==> src/rtl/fp32_pkg.sv <==
// rtl/fp32_pkg.sv - shared constants and stage-1 register layout for the FP32 multiply post-stage
package fp32_pkg;

  localparam int          BIAS    = 127;
  localparam logic [7:0]  EXP_INF = 8'hFF;
  localparam logic [31:0] QNAN    = 32'h7FC0_0000;
  localparam logic [30:0] MAXF    = 31'h7F7F_FFFF;

  // Normalized product waiting for rounding; exponent is 11-bit signed so
  // the +1 from normalization and rounding can never wrap.
  typedef struct packed {
    logic               sign;
    logic signed [10:0] exp;
    logic [22:0]        mant;
    logic               g;
    logic               s;
    logic               zero;
    logic               inf;
    logic               nan;
  } norm_s;

endpackage

==> src/rtl/fp32_mul_normalize_if.sv <==
// rtl/fp32_mul_normalize_if.sv - valid/ready input and output streams of the post-multiply stage
interface fp32_mul_normalize_if;

  logic        in_valid;
  logic        in_ready;
  logic [47:0] in_prod;
  logic        in_sign;
  logic [9:0]  in_exp;
  logic        in_zero;
  logic        in_inf;
  logic        in_nan;
  logic        out_valid;
  logic        out_ready;
  logic [31:0] out_data;
  logic        out_ovf;
  logic        out_udf;

  modport master (
    output in_valid, in_prod, in_sign, in_exp, in_zero, in_inf, in_nan, out_ready,
    input  in_ready, out_valid, out_data, out_ovf, out_udf
  );

  modport slave (
    input  in_valid, in_prod, in_sign, in_exp, in_zero, in_inf, in_nan, out_ready,
    output in_ready, out_valid, out_data, out_ovf, out_udf
  );

endinterface

==> src/rtl/fp_round_rne.sv <==
// rtl/fp_round_rne.sv - round-to-nearest-even of a 23-bit fraction with exponent bump on carry
module fp_round_rne
  import fp32_pkg::*;
(
  input  logic [22:0]        mant,
  input  logic               g,
  input  logic               s,
  input  logic signed [10:0] exp,
  output logic [22:0]        mant_r,
  output logic signed [10:0] exp_r
);

  logic        up;
  logic [23:0] sum;

  // Round up on guard set unless it is an exact tie on an even LSB; an
  // all-ones fraction rolling over becomes 1.0 at the next exponent.
  always_comb begin
    up  = g & (s | mant[0]);
    sum = {1'b0, mant} + {23'd0, up};
    if (sum[23]) begin
      mant_r = '0;
      exp_r  = exp + 11'sd1;
    end else begin
      mant_r = sum[22:0];
      exp_r  = exp;
    end
  end

endmodule

==> src/rtl/fp32_mul_normalize.sv <==
// rtl/fp32_mul_normalize.sv - two-stage normalize/round/pack of an FP32 mantissa product
module fp32_mul_normalize
  import fp32_pkg::*;
#(
  parameter bit SAT_ON_OVF = 1'b0
) (
  input logic                 clk,
  input logic                 rstn,
  fp32_mul_normalize_if.slave bus
);

  logic               advance;
  norm_s              norm_d;
  norm_s              s1_d, s1_q;
  logic               s1_valid_d, s1_valid_q;
  logic [22:0]        mant_r;
  logic signed [10:0] exp_r;
  logic [31:0]        res_data;
  logic               res_ovf, res_udf;
  logic               out_valid_d, out_valid_q;
  logic [31:0]        out_data_d, out_data_q;
  logic               out_ovf_d, out_ovf_q;
  logic               out_udf_d, out_udf_q;

  // Whole pipe moves together; it only freezes when a result is held unconsumed.
  assign advance = ~out_valid_q | bus.out_ready;

  // Stage 1: pick the leading one position and split fraction/guard/sticky.
  always_comb begin
    norm_d      = '0;
    norm_d.sign = bus.in_sign;
    norm_d.zero = bus.in_zero;
    norm_d.inf  = bus.in_inf;
    norm_d.nan  = bus.in_nan;
    if (bus.in_prod[47]) begin
      norm_d.mant = bus.in_prod[46:24];
      norm_d.g    = bus.in_prod[23];
      norm_d.s    = |bus.in_prod[22:0];
      norm_d.exp  = $signed({bus.in_exp[9], bus.in_exp}) + 11'sd1;
    end else begin
      norm_d.mant = bus.in_prod[45:23];
      norm_d.g    = bus.in_prod[22];
      norm_d.s    = |bus.in_prod[21:0];
      norm_d.exp  = $signed({bus.in_exp[9], bus.in_exp});
    end
  end

  // Stage-1 register next state: load on advance, otherwise hold.
  always_comb begin
    s1_d       = advance ? norm_d : s1_q;
    s1_valid_d = advance ? bus.in_valid : s1_valid_q;
  end

  fp_round_rne u_round (
    .mant   (s1_q.mant),
    .g      (s1_q.g),
    .s      (s1_q.s),
    .exp    (s1_q.exp),
    .mant_r (mant_r),
    .exp_r  (exp_r)
  );

  // Stage 2: special operands first, then range checks on the rounded exponent.
  always_comb begin
    res_data = '0;
    res_ovf  = 1'b0;
    res_udf  = 1'b0;
    if (s1_q.nan) begin
      res_data = QNAN;
    end else if (s1_q.inf) begin
      res_data = {s1_q.sign, EXP_INF, 23'h0};
    end else if (s1_q.zero) begin
      res_data = {s1_q.sign, 31'h0};
    end else if (exp_r >= 11'sd255) begin
      res_ovf  = 1'b1;
      if (SAT_ON_OVF) begin
        res_data = {s1_q.sign, MAXF};
      end else begin
        res_data = {s1_q.sign, EXP_INF, 23'h0};
      end
    end else if (exp_r <= 11'sd0) begin
      res_data = {s1_q.sign, 31'h0};
      res_udf  = 1'b1;
    end else begin
      res_data = {s1_q.sign, exp_r[7:0], mant_r};
    end
  end

  // Output register next state: capture a valid stage-1 beat on advance.
  always_comb begin
    out_valid_d = advance ? s1_valid_q : out_valid_q;
    out_data_d  = out_data_q;
    out_ovf_d   = out_ovf_q;
    out_udf_d   = out_udf_q;
    if (advance && s1_valid_q) begin
      out_data_d = res_data;
      out_ovf_d  = res_ovf;
      out_udf_d  = res_udf;
    end
  end

  // Control and output registers with synchronous active-low reset.
  always_ff @(posedge clk) begin
    if (!rstn) begin
      s1_valid_q  <= 1'b0;
      out_valid_q <= 1'b0;
      out_data_q  <= '0;
      out_ovf_q   <= 1'b0;
      out_udf_q   <= 1'b0;
    end else begin
      s1_valid_q  <= s1_valid_d;
      out_valid_q <= out_valid_d;
      out_data_q  <= out_data_d;
      out_ovf_q   <= out_ovf_d;
      out_udf_q   <= out_udf_d;
    end
  end

  // Stage-1 data register; its contents are qualified by s1_valid_q.
  always_ff @(posedge clk) begin
    s1_q <= s1_d;
  end

  assign bus.in_ready  = advance;
  assign bus.out_valid = out_valid_q;
  assign bus.out_data  = out_data_q;
  assign bus.out_ovf   = out_ovf_q;
  assign bus.out_udf   = out_udf_q;

endmodule

==> src/flat_wrapper.sv <==
// flat-port wrapper written by rule: the top's interface ports become plain ports
module fp32_mul_normalize_flat import fp32_pkg::*;
#(
  parameter bit SAT_ON_OVF = 1'b0
)
  (clk, rstn, bus_in_valid, bus_in_prod, bus_in_sign, bus_in_exp, bus_in_zero, bus_in_inf, bus_in_nan, bus_out_ready, bus_in_ready, bus_out_valid, bus_out_data, bus_out_ovf, bus_out_udf);
  fp32_mul_normalize_if bus_i ();
  input logic clk;
  input logic rstn;
  input wire logic [$bits(bus_i.in_valid)-1:0] bus_in_valid;
  input wire logic [$bits(bus_i.in_prod)-1:0] bus_in_prod;
  input wire logic [$bits(bus_i.in_sign)-1:0] bus_in_sign;
  input wire logic [$bits(bus_i.in_exp)-1:0] bus_in_exp;
  input wire logic [$bits(bus_i.in_zero)-1:0] bus_in_zero;
  input wire logic [$bits(bus_i.in_inf)-1:0] bus_in_inf;
  input wire logic [$bits(bus_i.in_nan)-1:0] bus_in_nan;
  input wire logic [$bits(bus_i.out_ready)-1:0] bus_out_ready;
  output wire logic [$bits(bus_i.in_ready)-1:0] bus_in_ready;
  output wire logic [$bits(bus_i.out_valid)-1:0] bus_out_valid;
  output wire logic [$bits(bus_i.out_data)-1:0] bus_out_data;
  output wire logic [$bits(bus_i.out_ovf)-1:0] bus_out_ovf;
  output wire logic [$bits(bus_i.out_udf)-1:0] bus_out_udf;
  assign bus_i.in_valid = bus_in_valid;
  assign bus_i.in_prod = bus_in_prod;
  assign bus_i.in_sign = bus_in_sign;
  assign bus_i.in_exp = bus_in_exp;
  assign bus_i.in_zero = bus_in_zero;
  assign bus_i.in_inf = bus_in_inf;
  assign bus_i.in_nan = bus_in_nan;
  assign bus_i.out_ready = bus_out_ready;
  assign bus_in_ready = bus_i.in_ready;
  assign bus_out_valid = bus_i.out_valid;
  assign bus_out_data = bus_i.out_data;
  assign bus_out_ovf = bus_i.out_ovf;
  assign bus_out_udf = bus_i.out_udf;
  fp32_mul_normalize #(.SAT_ON_OVF(SAT_ON_OVF)) u_core (.clk(clk), .rstn(rstn), .bus(bus_i));
endmodule
==> config.mk <==
export PLATFORM = sky130hd
export DESIGN_NAME = fp32_mul_normalize_flat
export DESIGN_NICKNAME = d
export VERILOG_FILES = /design/src/rtl/fp32_pkg.sv /design/src/rtl/fp32_mul_normalize_if.sv /design/src/rtl/fp_round_rne.sv /design/src/rtl/fp32_mul_normalize.sv /design/src/flat_wrapper.sv
export SDC_FILE = /design/constraint.sdc
export NUM_CORES = 1
export LEC_CHECK = 0
export CORE_UTILIZATION = 28
export CTS_CLUSTER_SIZE = 24
export DETAILED_ROUTE_END_ITERATION = 10
export HOLD_SLACK_MARGIN = 0.06
export PLACE_DENSITY = 0.63
export SLEW_MARGIN = 20
export SYNTH_ARGS = -nofsm -noshare
export SYNTH_HDL_FRONTEND = slang
export SYNTH_SLANG_ARGS = --single-unit
==> constraint.sdc <==
create_clock -name clk -period 9.7 [get_ports clk]
set_input_delay 0.97 -clock clk [delete_from_list [all_inputs] [get_ports clk]]
set_output_delay 0.97 -clock clk [all_outputs]
set_load 0.005 [all_outputs]
==> run summary, run 1 <==
The run finished with clean final reports. The startpoint identified for the worst register-to-register timing path is u_core.s1_q[5]. The highest routing layer actually used was met4. The largest single stage delay on the critical path is 620 ps. The tools report the non-filler instance count after layout as 662. In the final routed layout, each cell accounts on average for 14.5 µm.

After clock tree synthesis, the setup repair step added 0 buffers. Dividing total power by cell area gives a power density of 154 mW/mm². Final critical path time including I/O delays and setup: 3580 ps. The synthesized design contains 40 enable-type register cells. The run gives 0 as the number of instances resized during post-cts repair. The worst setup path is captured at an output pin. For the minimum setup slack among reg-to-reg paths, the log shows 6120 ps. The finished cells cover 0.00550 mm².

The most critical setup path has its endpoint at bus_in_ready. The initialized floorplan defines 43 standard-cell rows. The worst pin sits at a relative slew slack of 51.0%. The number of fill cells was 1369. Setup violations remaining at the end of the flow were counted as 0. Entering global routing, the biggest net connects 46 pins.

In this run the biggest area consumer among cell types represents 30.1% of the synthesized area. Traced cell by cell, the critical path runs through clkdlybuf4s50_1 -> nand2b_2 -> buf_4 -> clkdlybuf4s50_1. For the via count of the first global-routing pass, the log shows 3142.

The commonest cells after synthesis are sky130_fd_sc_hd__nand2_1, sky130_fd_sc_hd__edfxtp_1, sky130_fd_sc_hd__dfxtp_1, sky130_fd_sc_hd__mux2_2, sky130_fd_sc_hd__xnor2_1. The tools report the number of antenna violations at the first check in global routing as 0. In this run the static leakage power is 0.00189 µW.

102 I/O pins were placed. STA classifies the critical path startpoint as a primary input. Summed over all nets, wire length on met3 after detailed routing comes to 372 µm.

For the max-slew violation count, the log shows 0. Among all cell types in the netlist, the one instantiated most often is sky130_fd_sc_hd__nand2_1. The post-detailed-route count of antenna-violating nets was 0. After clock tree synthesis, the clock-pin slew on the worst setup and hold paths is 60 ps. The die span in x was 121 µm; the routed length on met1 was 4.42 mm. The biggest area consumer among synthesized cells is sky130_fd_sc_hd__edfxtp_1. In the final layout, the multi-input gates occupy 0.00196 mm². Across the run, the number of max-cap violations was 0.

The combinational group share of total power was 11.9%; the proportion of layout cells with a drive suffix above 1 was 15.1%. The clock reaches the later pin of the worst-skew pair after 330 ps. The worst-case IR drop observed on VDD is 0.0751 mV. The die covers 0.0147 mm².

For this run, the number of Yosys warnings is 0. The tree is rooted in a sky130_fd_sc_hd__clkbuf_16. TritonCTS built the clock tree. Routability-driven placement finished with a final weighted congestion of 0.830.

The number of placed instances, taps included, is 646. The clock network is responsible for 43.1% of the overall power. For this run, the top clock speed supported by timing is 279 MHz. The largest individual stage delay along the critical path comes from the cell sky130_fd_sc_hd__clkdlybuf4s50_1. Setup total negative slack on the finished layout was measured at 0 ps.

The placed instances occupy a cell area of 0.00517 mm². The average vias per placed instance was 4.74. In the synthesized netlist the dominant register cell turns out to be sky130_fd_sc_hd__edfxtp_1. No sink is reached through more buffers than the 2 on the longest clock path. Per-instance average area after synthesis: 10.5 µm². The mapped netlist covers 0.00399 mm². Summed over all nets, the half-perimeter wirelength after detailed placement is 7.45 mm. Buffers inserted to repair hold after CTS numbered 0. The number of nets in the layout was 547.

The number of antenna diodes in the final layout is 0. The combined flip-flop and latch cell area was 0.00192 mm². The tools report the design internal power as 649 µW. By area the synthesized netlist is led by sky130_fd_sc_hd__edfxtp_1, sky130_fd_sc_hd__dfxtp_1, sky130_fd_sc_hd__mux2_2. Critical setup path kind: in -> out.

Before antenna repair, the detailed router went through 4 iterations. The count of buffers added on input and output ports is 101. In this run the standard cell core region covers 0.0139 mm². The final route contains 3139 vias.

After technology mapping, the gate count stands at 379. CTS buffer count: 9. The first global-routing pass estimated 15.3 mm of wire. The logs give 0 for the final hold violation count and 3 for the level count of the clock H-tree. Synthesis produced a netlist with a net count of 449. The biggest fanout along the worst timing path was 45; the portion of total power attributed to sequential cells was 45.0%.

In this run the worst setup path begins at bus_out_ready. For the pin with the worst max-slew slack, the measured transition is 735 ps. The tools report the wire length on met2 as 4.65 mm. Of all flip-flops after synthesis, the portion carrying an async set or reset was 0%. The vertical extent of the die came out at 121 µm.

Setup repair after global routing left no endpoint under its margin. The critical path required time is 8730 ps, and the arrival time reported for the critical path endpoint is 2610 ps. For this configuration, the core starts out at a cell density of 28.7%. The total of flip-flops plus latches after synthesis works out to 76.

Worst clock skew: 4.36 ps. For this block, the routed nets add up to 9.61 mm of wire. The worst path uses 36.9% of the clock period.

The tightest min-delay check is of the reg -> reg type. For the number of different library cells in the post-synthesis netlist, the log shows 48. The area growth from synthesis to layout is 38.0%. Among the stages of the critical path, the cell type that occurs most often is sky130_fd_sc_hd__clkdlybuf4s50_1.

The global-route congestion overflow total came out at 0. The clock drives 76 sinks. At the end of the flow the core is filled with cells to 39.6%. The switching share of total power was 23.5%.

The number of DRC violations after detailed-routing iteration 0 came out at 131. The endpoint identified for the worst register-to-register timing path is u_core.bus.out_data[2]. Overall routing resource usage: 13.3%. Of the synthesized area, sequential elements account for 48.2%.

The depth of the most critical reg-to-reg path is 9, and the total DRC errors in the routed layout is 0. In this run the power spent charging and discharging nets is 199 µW.
## worst max-delay path: cells and delay by family
family | cells | cell delay [ps]
buffers and inverters | 3 | 1530
AND/OR/NAND/NOR | 1 | 100
## layout make-up
type                       instances  area share [%]
multi-input combinational        279            35.6
clock buffer                       9            4.10
tap                              180            4.10
inverter                           7           0.478
sequential                        76            35.0
timing repair buffer             104            18.8
clock inverter                     7            1.93
## flip-flops by register name (all words and copies together) (netlist names)
name,count
u_core.s1_q,40
u_core.bus.out_udf,1
u_core.bus.out_data,32
u_core.bus.out_valid,1
u_core.s1_valid_q,1
u_core.bus.out_ovf,1
## cells in the final DEF, fill, tap and decap left out, types with 3 or more instances in the layout
master and count:
sky130_fd_sc_hd__a21boi_0 4, sky130_fd_sc_hd__clkdlybuf4s50_1 101, sky130_fd_sc_hd__o21ai_0 11, sky130_fd_sc_hd__dfxtp_1 36
sky130_fd_sc_hd__xnor2_1 22, sky130_fd_sc_hd__mux2_2 26, sky130_fd_sc_hd__mux2i_1 3, sky130_fd_sc_hd__buf_4 3
sky130_fd_sc_hd__and2_1 4, sky130_fd_sc_hd__a21oi_1 6, sky130_fd_sc_hd__nand3_1 21, sky130_fd_sc_hd__a211oi_1 7
sky130_fd_sc_hd__ha_1 4, sky130_fd_sc_hd__inv_1 7, sky130_fd_sc_hd__nor4_1 8, sky130_fd_sc_hd__edfxtp_1 40
sky130_fd_sc_hd__nand2b_1 4, sky130_fd_sc_hd__and4_1 5, sky130_fd_sc_hd__xor2_1 19, sky130_fd_sc_hd__nor2_1 21
sky130_fd_sc_hd__nand4_1 11, sky130_fd_sc_hd__o21ai_2 20, sky130_fd_sc_hd__nor3_1 5, sky130_fd_sc_hd__clkbuf_16 9
sky130_fd_sc_hd__and3_1 6, sky130_fd_sc_hd__nand2_1 41
## layer usage
| metal | track usage, % | vias to the layer above |
|---|---|---|
| li1 | - | 1587 |
| met1 | 16.9 | 1462 |
| met2 | 22.1 | 78 |
| met3 | 2.07 | 12 |
| met4 | 5.63 | 0 |
| met5 | 0 | - |
## power by group through the flow
stage | Combinational, µW | Clock, µW | Sequential (µW)
finish | 101 | 366 | 381
detailed placement | 101 | 0 | 388
global route | 111 | 387 | 384
floorplan | 55.7 | 0 | 379
CTS | 102 | 374 | 381
global placement | 100 | 0 | 387
## through the flow
stage	hold slack, ps	power [µW]	setup slack [ps]
3_5_place_dp	448	489	5880
2_1_floorplan	449	435	5900
4_1_cts	463	858	6080
6_report	457	848	6120
5_1_grt	480	882	5900
3_3_place_gp	443	487	5960
## cells by family (layout without fill, tap and decap cells)
| group | after synthesis | in the layout | synth area share, % |
|---|---|---|---|
| AOI/OAI and AO/OA | 65 | 65 | 12.6 |
| xor gates and xnor gates | 41 | 41 | 9.01 |
| adders and majority gates | 4 | 4 | 1.26 |
| buffers and inverters | 24 | 127 | 2.67 |
| DFF | 76 | 76 | 48.2 |
| muxes | 29 | 29 | 8.10 |
| and+or+nand+nor | 140 | 140 | 18.1 |
## worst min path at each step
stage	startpoint	end	slack, ps	cells past startpoint
5_1_grt	u_core.bus.out_data[20]	u_core.bus.out_data[20]	480	2
3_3_place_gp	u_core.bus.out_data[1]	u_core.bus.out_data[1]	440	2
4_1_cts	u_core.bus.out_data[1]	u_core.bus.out_data[1]	460	2
3_5_place_dp	u_core.bus.out_data[1]	u_core.bus.out_data[1]	450	2
6_report	u_core.bus.out_data[6]	u_core.bus.out_data[6]	460	2
2_1_floorplan	u_core.bus.out_data[2]	u_core.bus.out_data[2]	450	2
No activity file was read; power rests on OpenSTA's default activity.
==> run 2: changes to the inputs <==
==> constraint.sdc (replaced) <==
create_clock -name clk -period 3.5 [get_ports clk]
set_input_delay 0.35 -clock clk [delete_from_list [all_inputs] [get_ports clk]]
set_output_delay 0.35 -clock clk [all_outputs]
set_load 0.005 [all_outputs]
==> run summary, run 2 (synthesized netlist as in run 1, its figures left out) <==
For the via count of the first global-routing pass, the log shows 3092 (-1.6%). STA classifies the critical path endpoint as a register. The logs give 340 ps (about the same) for the insertion delay to the later sink of the worst-skew pair and 15.0 mm (-1.6%) for the global-route wire length before repair.

The final hold violation count is 0 (unchanged). The leading cell type in the layout, fill and taps excluded is sky130_fd_sc_hd__clkdlybuf4s50_1. The logs give 43 (unchanged) for the number of placement rows and 13.4% (+0.12 points) for the overall routing resource usage.

The relative slew slack is 48.2% (-2.8 points). Post-detailed-route count of antenna-violating nets: 0 (unchanged). The register with the highest flop count is u_core.s1_q. The number of DRC violations after detailed-routing iteration 0 was 143 (+9.2%).

The post-route clock period utilization is 94.7%, and the proportion of layout cells with a drive suffix above 1 is 15.5% (+0.35 points). The number of instances resized during post-cts repair was 0 (unchanged); the minimum setup slack among reg-to-reg paths was 190 ps (-5930 ps). Wire length per cell: 14.3 µm (-1.7%). The power density over the cells is 414 mW/mm² (+170%). The count of buffers from port buffering was 101 (unchanged). The tools report the cell at the root of the clock tree as sky130_fd_sc_hd__clkbuf_16. The transition at the pin with the smallest max-transition slack came out at 777 ps (+41.6 ps). The run gives 5 (+1) as the length of the first detailed-routing pass in iterations. From synthesis to final layout, the design area changed by 37.7%. The number of fill cells is 1387 (+1.3%), and the maximum VDD drop is 0.202 mV (+170%). The average vias per placed instance is 4.67 (-1.5%), and the critical path required time is 3760 ps (-4970 ps). The tools report the final count of negative-setup-slack endpoints as 0 (unchanged). The most critical setup path has its endpoint at u_core.bus.out_data[3]. The total number of vias is 3100 (-1.2%), and the number of antenna violations at the first check in global routing is 0 (unchanged). The depth of the most critical reg-to-reg path came out at 9 (unchanged). The logs give 0 (unchanged) for the post-CTS setup-driven buffer insertion count and 102 (unchanged) for the number of primary I/O pins.

The global-route congestion overflow total was 0 (unchanged); the arrival time reported for the critical path endpoint was 3570 ps (+960 ps). The wire length after detailed routing is 9.48 mm (-1.4%), and the clock slew at the register clock pins of the worst setup and hold paths is 60 ps (about the same). The tools report the startpoint kind of the worst setup timing path as a register. The tools report the critical path startpoint as u_core.s1_q[5]. The die span in x is 121 µm (unchanged). The leakage dissipation is 0.00188 µW (-0.43%). The total of max-cap violations was 0 (unchanged).

The worst hold path belongs to the class reg -> reg. The pin count of the biggest net entering global routing was 45 (-2.2%). The clock tree buffer depth is 2 (unchanged), and the smallest setup slack after layout is 187 ps (-5930 ps). The flow ran to the end, and the final reports show no timing, DRC or antenna violations.

The total number of clock tree sinks is 76 (unchanged). TritonCTS built the clock tree. The total negative slack for setup checks came out at 0 ps (unchanged). The global placement routability congestion came out at 0.847 (+2.0%). Leaving out fill and tap cells, the most frequent cells in the layout are sky130_fd_sc_hd__clkdlybuf4s50_1, sky130_fd_sc_hd__nand2_1, sky130_fd_sc_hd__edfxtp_1.

The sum of net half-perimeters after detailed placement is 7.38 mm (-0.88%). The run gives 302 MHz as the timing-limited maximum frequency. CTS buffer count: 9 (unchanged). The vertical extent of the die is 121 µm (unchanged), and the number of flip-flops under the largest register name is 40 (unchanged). The logs give 0.0147 mm² (unchanged) for the die area and 0 (unchanged) for the quantity of hold-fixing buffers added after cts. The level count of the clock H-tree came out at 3 (unchanged). In this run the critical register-to-register path is captured at u_core.bus.out_data[3]. The initial core utilization was 28.7% (unchanged). The biggest fanout along the worst timing path works out to 22 (-51%). The startpoint identified for the worst register-to-register timing path is u_core.s1_q[5].

Max-slew violation count: 0 (unchanged). The critical path in this run is classified as reg -> reg. The worst clock skew is 5.40 ps (+1.04 ps), and the final critical path time including I/O delays and setup is 3310 ps. The total DRC errors in the routed layout is 0 (unchanged), and the worst setup slack after placement is 144 ps (-5740 ps). Setup repair after global routing left no endpoint under its margin.

The run gives 0.0139 mm² (unchanged) as the area inside the core boundary. The number of nets in the layout was 549 (+0.37%); the diode insertion count for antenna repair was 0 (unchanged).
-- run 2: worst max-delay path, cell delays in order, from the launching register on --
cell and delay (ps):
sky130_fd_sc_hd__edfxtp_1 350, sky130_fd_sc_hd__o21a_1 120, sky130_fd_sc_hd__ha_1 160, sky130_fd_sc_hd__nand3_1 110, sky130_fd_sc_hd__or4_1 570, sky130_fd_sc_hd__or4_4 570
sky130_fd_sc_hd__a2111oi_4 440, sky130_fd_sc_hd__o2bb2ai_2 130, sky130_fd_sc_hd__or3_4 550, sky130_fd_sc_hd__o21ai_0 220
-- run 2: worst min path at each step --
stage,startpoint,to,cells after the start
after floorplan,u_core.bus.out_data[2],u_core.bus.out_data[2],2
after global placement,u_core.bus.out_data[13],u_core.bus.out_data[13],2
after detailed placement,u_core.bus.out_data[4],u_core.bus.out_data[4],2
after CTS,u_core.bus.out_data[4],u_core.bus.out_data[4],2
after global routing,u_core.bus.out_data[6],u_core.bus.out_data[6],2
final,u_core.bus.out_data[4],u_core.bus.out_data[4],2
-- run 2: area by class of cell --
cell class / count / area [µm²] / area share, %
inverters: 7 / 26.3 / 0.479
multi-input cells: 279 / 1960 / 35.7
clock inverters: 6 / 68.8 / 1.25
well taps: 180 / 225 / 4.10
clock buffers: 10 / 239 / 4.35
repair buffers: 106 / 1050 / 19.1
flip-flops and latches: 76 / 1920 / 35.0
-- run 2: layer usage --
layer | global-route usage, % | up-vias | share of wire, %
met3 | 2.91 | 13 | 4.7
met5 | 0 | - | 0
met2 | 21.8 | 88 | 48
met4 | 6.33 | 0 | 2.0
li1 | - | 1599 | -
met1 | 16.7 | 1400 | 46
-- run 2: metrics by stage --
step	hold slack, ps	instances	area, µm²	utilization [%]	total power [µW]
finish	456	664	5490	39.5	2270
global route	471	664	5490	39.5	2370
CTS	460	664	5490	39.5	2300
detailed placement	445	648	5180	37.3	1350
global placement	444	648	5180	37.3	1350
floorplan	449	379	3990	-	1210
-- run 2: power by group --
| part | switching [µW] | total, µW | internal, µW |
|---|---|---|---|
| Combinational | 116 | 280 | 164 |
| Sequential | 56.8 | 1060 | 999 |
| Clock | 360 | 936 | 576 |
| Total | 533 | 2270 | 1740 |
==> run 3: changes to the inputs <==
==> constraint.sdc (replaced) <==
create_clock -name clk -period 3.2 [get_ports clk]
set_input_delay 0.32 -clock clk [delete_from_list [all_inputs] [get_ports clk]]
set_output_delay 0.32 -clock clk [all_outputs]
set_load 0.005 [all_outputs]
==> run summary, run 3 (synthesized netlist as in run 1, its figures left out) <==
The flow ran to the end, and the final reports show no timing, DRC or antenna violations. The average vias per placed instance is 4.69 (+0.52%), and the global-route congestion overflow total is 0 (unchanged). The number of antenna violations at the first check in global routing came out at 0 (unchanged). The diode insertion count for antenna repair was 0 (unchanged). Proportion of power drawn by the clock network: 40.2% (-1.0 points). The wire length after detailed routing was 9.68 mm (+2.2%); the leakage dissipation was 0.00191 µW (+1.4%).

The quantity of hold-fixing buffers added after cts was 0 (unchanged); the global placement routability congestion was 0.863 (+1.9%). Compared with the post-synthesis result, the final layout area differs by 39.2%. The tools report the startpoint kind of the worst setup timing path as a register.

The length of the first detailed-routing pass in iterations is 4 (-1), and the maximum VDD drop is 0.326 mV (+62%). The post-route total power is 2460 µW (+8.1%). The final count of negative-setup-slack endpoints is 0 (unchanged), and the total of max-cap violations is 0 (unchanged). For the initial core utilization, the log shows 28.7% (unchanged). The leading cell type in the layout, fill and taps excluded was sky130_fd_sc_hd__clkdlybuf4s50_1. The number of flip-flops under the largest register name works out to 40 (unchanged). The via count of the first global-routing pass was 3132 (+1.3%).

The run gives 0.00555 mm² (+1.0%) as the cell area after layout. The clock tree buffer depth came out at 2 (unchanged). The tightest min-delay check is of the reg -> reg type.

Cell count after placement: 653 (+0.77%). TritonCTS built the clock tree. The run gives 76 (unchanged) as the total number of clock tree sinks. u_core.s1_q holds more flip-flops than any other register.

The run gives 3470 ps (-290 ps) as the critical path required time. The level count of the clock H-tree was 3 (unchanged). The run gives 0.0147 mm² (unchanged) as the die area. The critical setup path kind was reg -> reg. The insertion delay to the later sink of the worst-skew pair came out at 330 ps (about the same).

Design internal power: 1880 µW (+8.1%). The total negative slack for setup checks was 0 ps (unchanged). Setup repair after global routing left no endpoint under its margin.

The proportion of layout cells with a drive suffix above 1 works out to 16.9% (+1.4 points). Clock slew at the register clock pins of the worst setup and hold paths: 60 ps (about the same). The tree is rooted in a sky130_fd_sc_hd__clkbuf_16.

The run gives 7.39 mm (about the same) as the sum of net half-perimeters after detailed placement. The overall routing resource usage was 13.4% (-0.024 points). The combinational group share of total power is 12.8% (+0.5 points).

Leaving out fill and tap cells, the most frequent cells in the layout are sky130_fd_sc_hd__clkdlybuf4s50_1, sky130_fd_sc_hd__nand2_1, sky130_fd_sc_hd__edfxtp_1. The relative slew slack was 49.3% (+1.1 points). The total number of vias came out at 3149 (+1.6%).

For the worst clock skew, the log shows 5.30 ps (-0.102 ps). The run gives 47.0% (+0.5 points) as the portion of total power attributed to sequential cells. The cell area reported after detailed placement is 0.00522 mm² (+0.72%), and the final hold violation count is 0 (unchanged). The post-detailed-route count of antenna-violating nets is 0 (unchanged), and the arrival time reported for the critical path endpoint is 3340 ps (-230 ps). The die span in x works out to 121 µm (unchanged). Number of primary I/O pins: 102 (unchanged). The area inside the core boundary came out at 0.0139 mm² (unchanged).

The wire length per cell came out at 14.4 µm (+1.1%). The post-route worst hold slack came out at 456 ps (+0.103 ps). The tools report the CTS buffer count as 9 (unchanged).

The number of placement rows is 43 (unchanged). Timing-limited maximum frequency: 325 MHz (+7.8%). The biggest fanout along the worst timing path works out to 11 (-50%). The run gives 1387 (unchanged) as the number of fill cells. The max-slew violation count was 0 (unchanged); the number of nets in the layout was 556 (+1.3%).

Pin count of the biggest net entering global routing: 45 (unchanged). STA classifies the critical path endpoint as a register. The net switching power is 578 µW (+8.4%), and the count of buffers from port buffering is 101 (unchanged). The post-route clock period utilization was 96.1% (+1.4 points). The global-route wire length before repair came out at 15.3 mm (+1.7%). The final critical path time including I/O delays and setup was 3070 ps (-238 ps). The switching share of total power is 23.5% (+0.052 points). The transition at the pin with the smallest max-transition slack was 761 ps (-15.9 ps); the total DRC errors in the routed layout was 0 (unchanged). For the non-filler instance count after layout, the log shows 671 (+1.1%).

The number of DRC violations after detailed-routing iteration 0 is 137 (-4.2%), and the vertical extent of the die is 121 µm (unchanged). The power density over the cells works out to 443 mW/mm² (+7.0%).
[run 3: repair_timing]
action	CTS	global route
buffers inserted	0	0
resized for setup	0	5
gates cloned	0	2
pin swaps	1	2
setup endpoints to repair	2	27
[run 3: path summary, 6_finish.rpt]
path	start	end	slack, ps	cells past startpoint
worst max-delay path	u_core.s1_q[5]	u_core.bus.out_data[20]	130	9
worst min-delay path	u_core.bus.out_data[4]	u_core.bus.out_data[4]	460	2
worst min register to register	u_core.bus.out_data[4]	u_core.bus.out_data[4]	460	2
worst max register to register	u_core.s1_q[5]	u_core.bus.out_data[20]	130	9
[run 3: critical path, stage by stage (launching register included)]
cell and delay, ps:
sky130_fd_sc_hd__edfxtp_1 350, sky130_fd_sc_hd__o21a_1 110, sky130_fd_sc_hd__ha_1 180, sky130_fd_sc_hd__nand3_2 100, sky130_fd_sc_hd__or4_4 540, sky130_fd_sc_hd__or4_4 560
sky130_fd_sc_hd__a2111oi_4 350, sky130_fd_sc_hd__o2bb2ai_2 140, sky130_fd_sc_hd__or3_4 520, sky130_fd_sc_hd__o21ai_2 150
[run 3: routing by layer]
layer / part of all wire, % / up-vias / GRT usage [%]
met5: 0 / - / 0
met4: 2.0 / 0 / 6.71
met3: 4.0 / 14 / 2.30
met2: 48 / 69 / 21.4
met1: 46 / 1460 / 17.2
li1: - / 1606 / -
[run 3: layout make-up]
type	instances	area, µm²	area share (%)
Clock buffer	10	229	4.13
Clock inverter	6	63.8	1.15
Inverter	7	26.3	0.474
Multi-Input combinational cell	281	1990	36.0
Sequential cell	76	1920	34.6
Tap cell	180	225	4.06
Timing Repair Buffer	111	1090	19.6
[run 3: power by group through the flow]
| stage | sequential (µW) | combinational [µW] | clock, µW |
|---|---|---|---|
| after floorplan | 1150 | 169 | 0 |
| after CTS | 1150 | 316 | 1010 |
| final | 1160 | 314 | 987 |
| after detailed placement | 1170 | 313 | 0 |
| after global placement | 1170 | 309 | 0 |
| after global routing | 1160 | 344 | 1040 |
[run 3: per-stage QoR]
stage	util [%]	worst slack, ps
5_1_grt	40.0	17.9
2_1_floorplan	-	50.3
4_1_cts	39.7	9.61
3_3_place_gp	37.6	74.6
3_5_place_dp	37.6	20.0
6_report	40.0	126
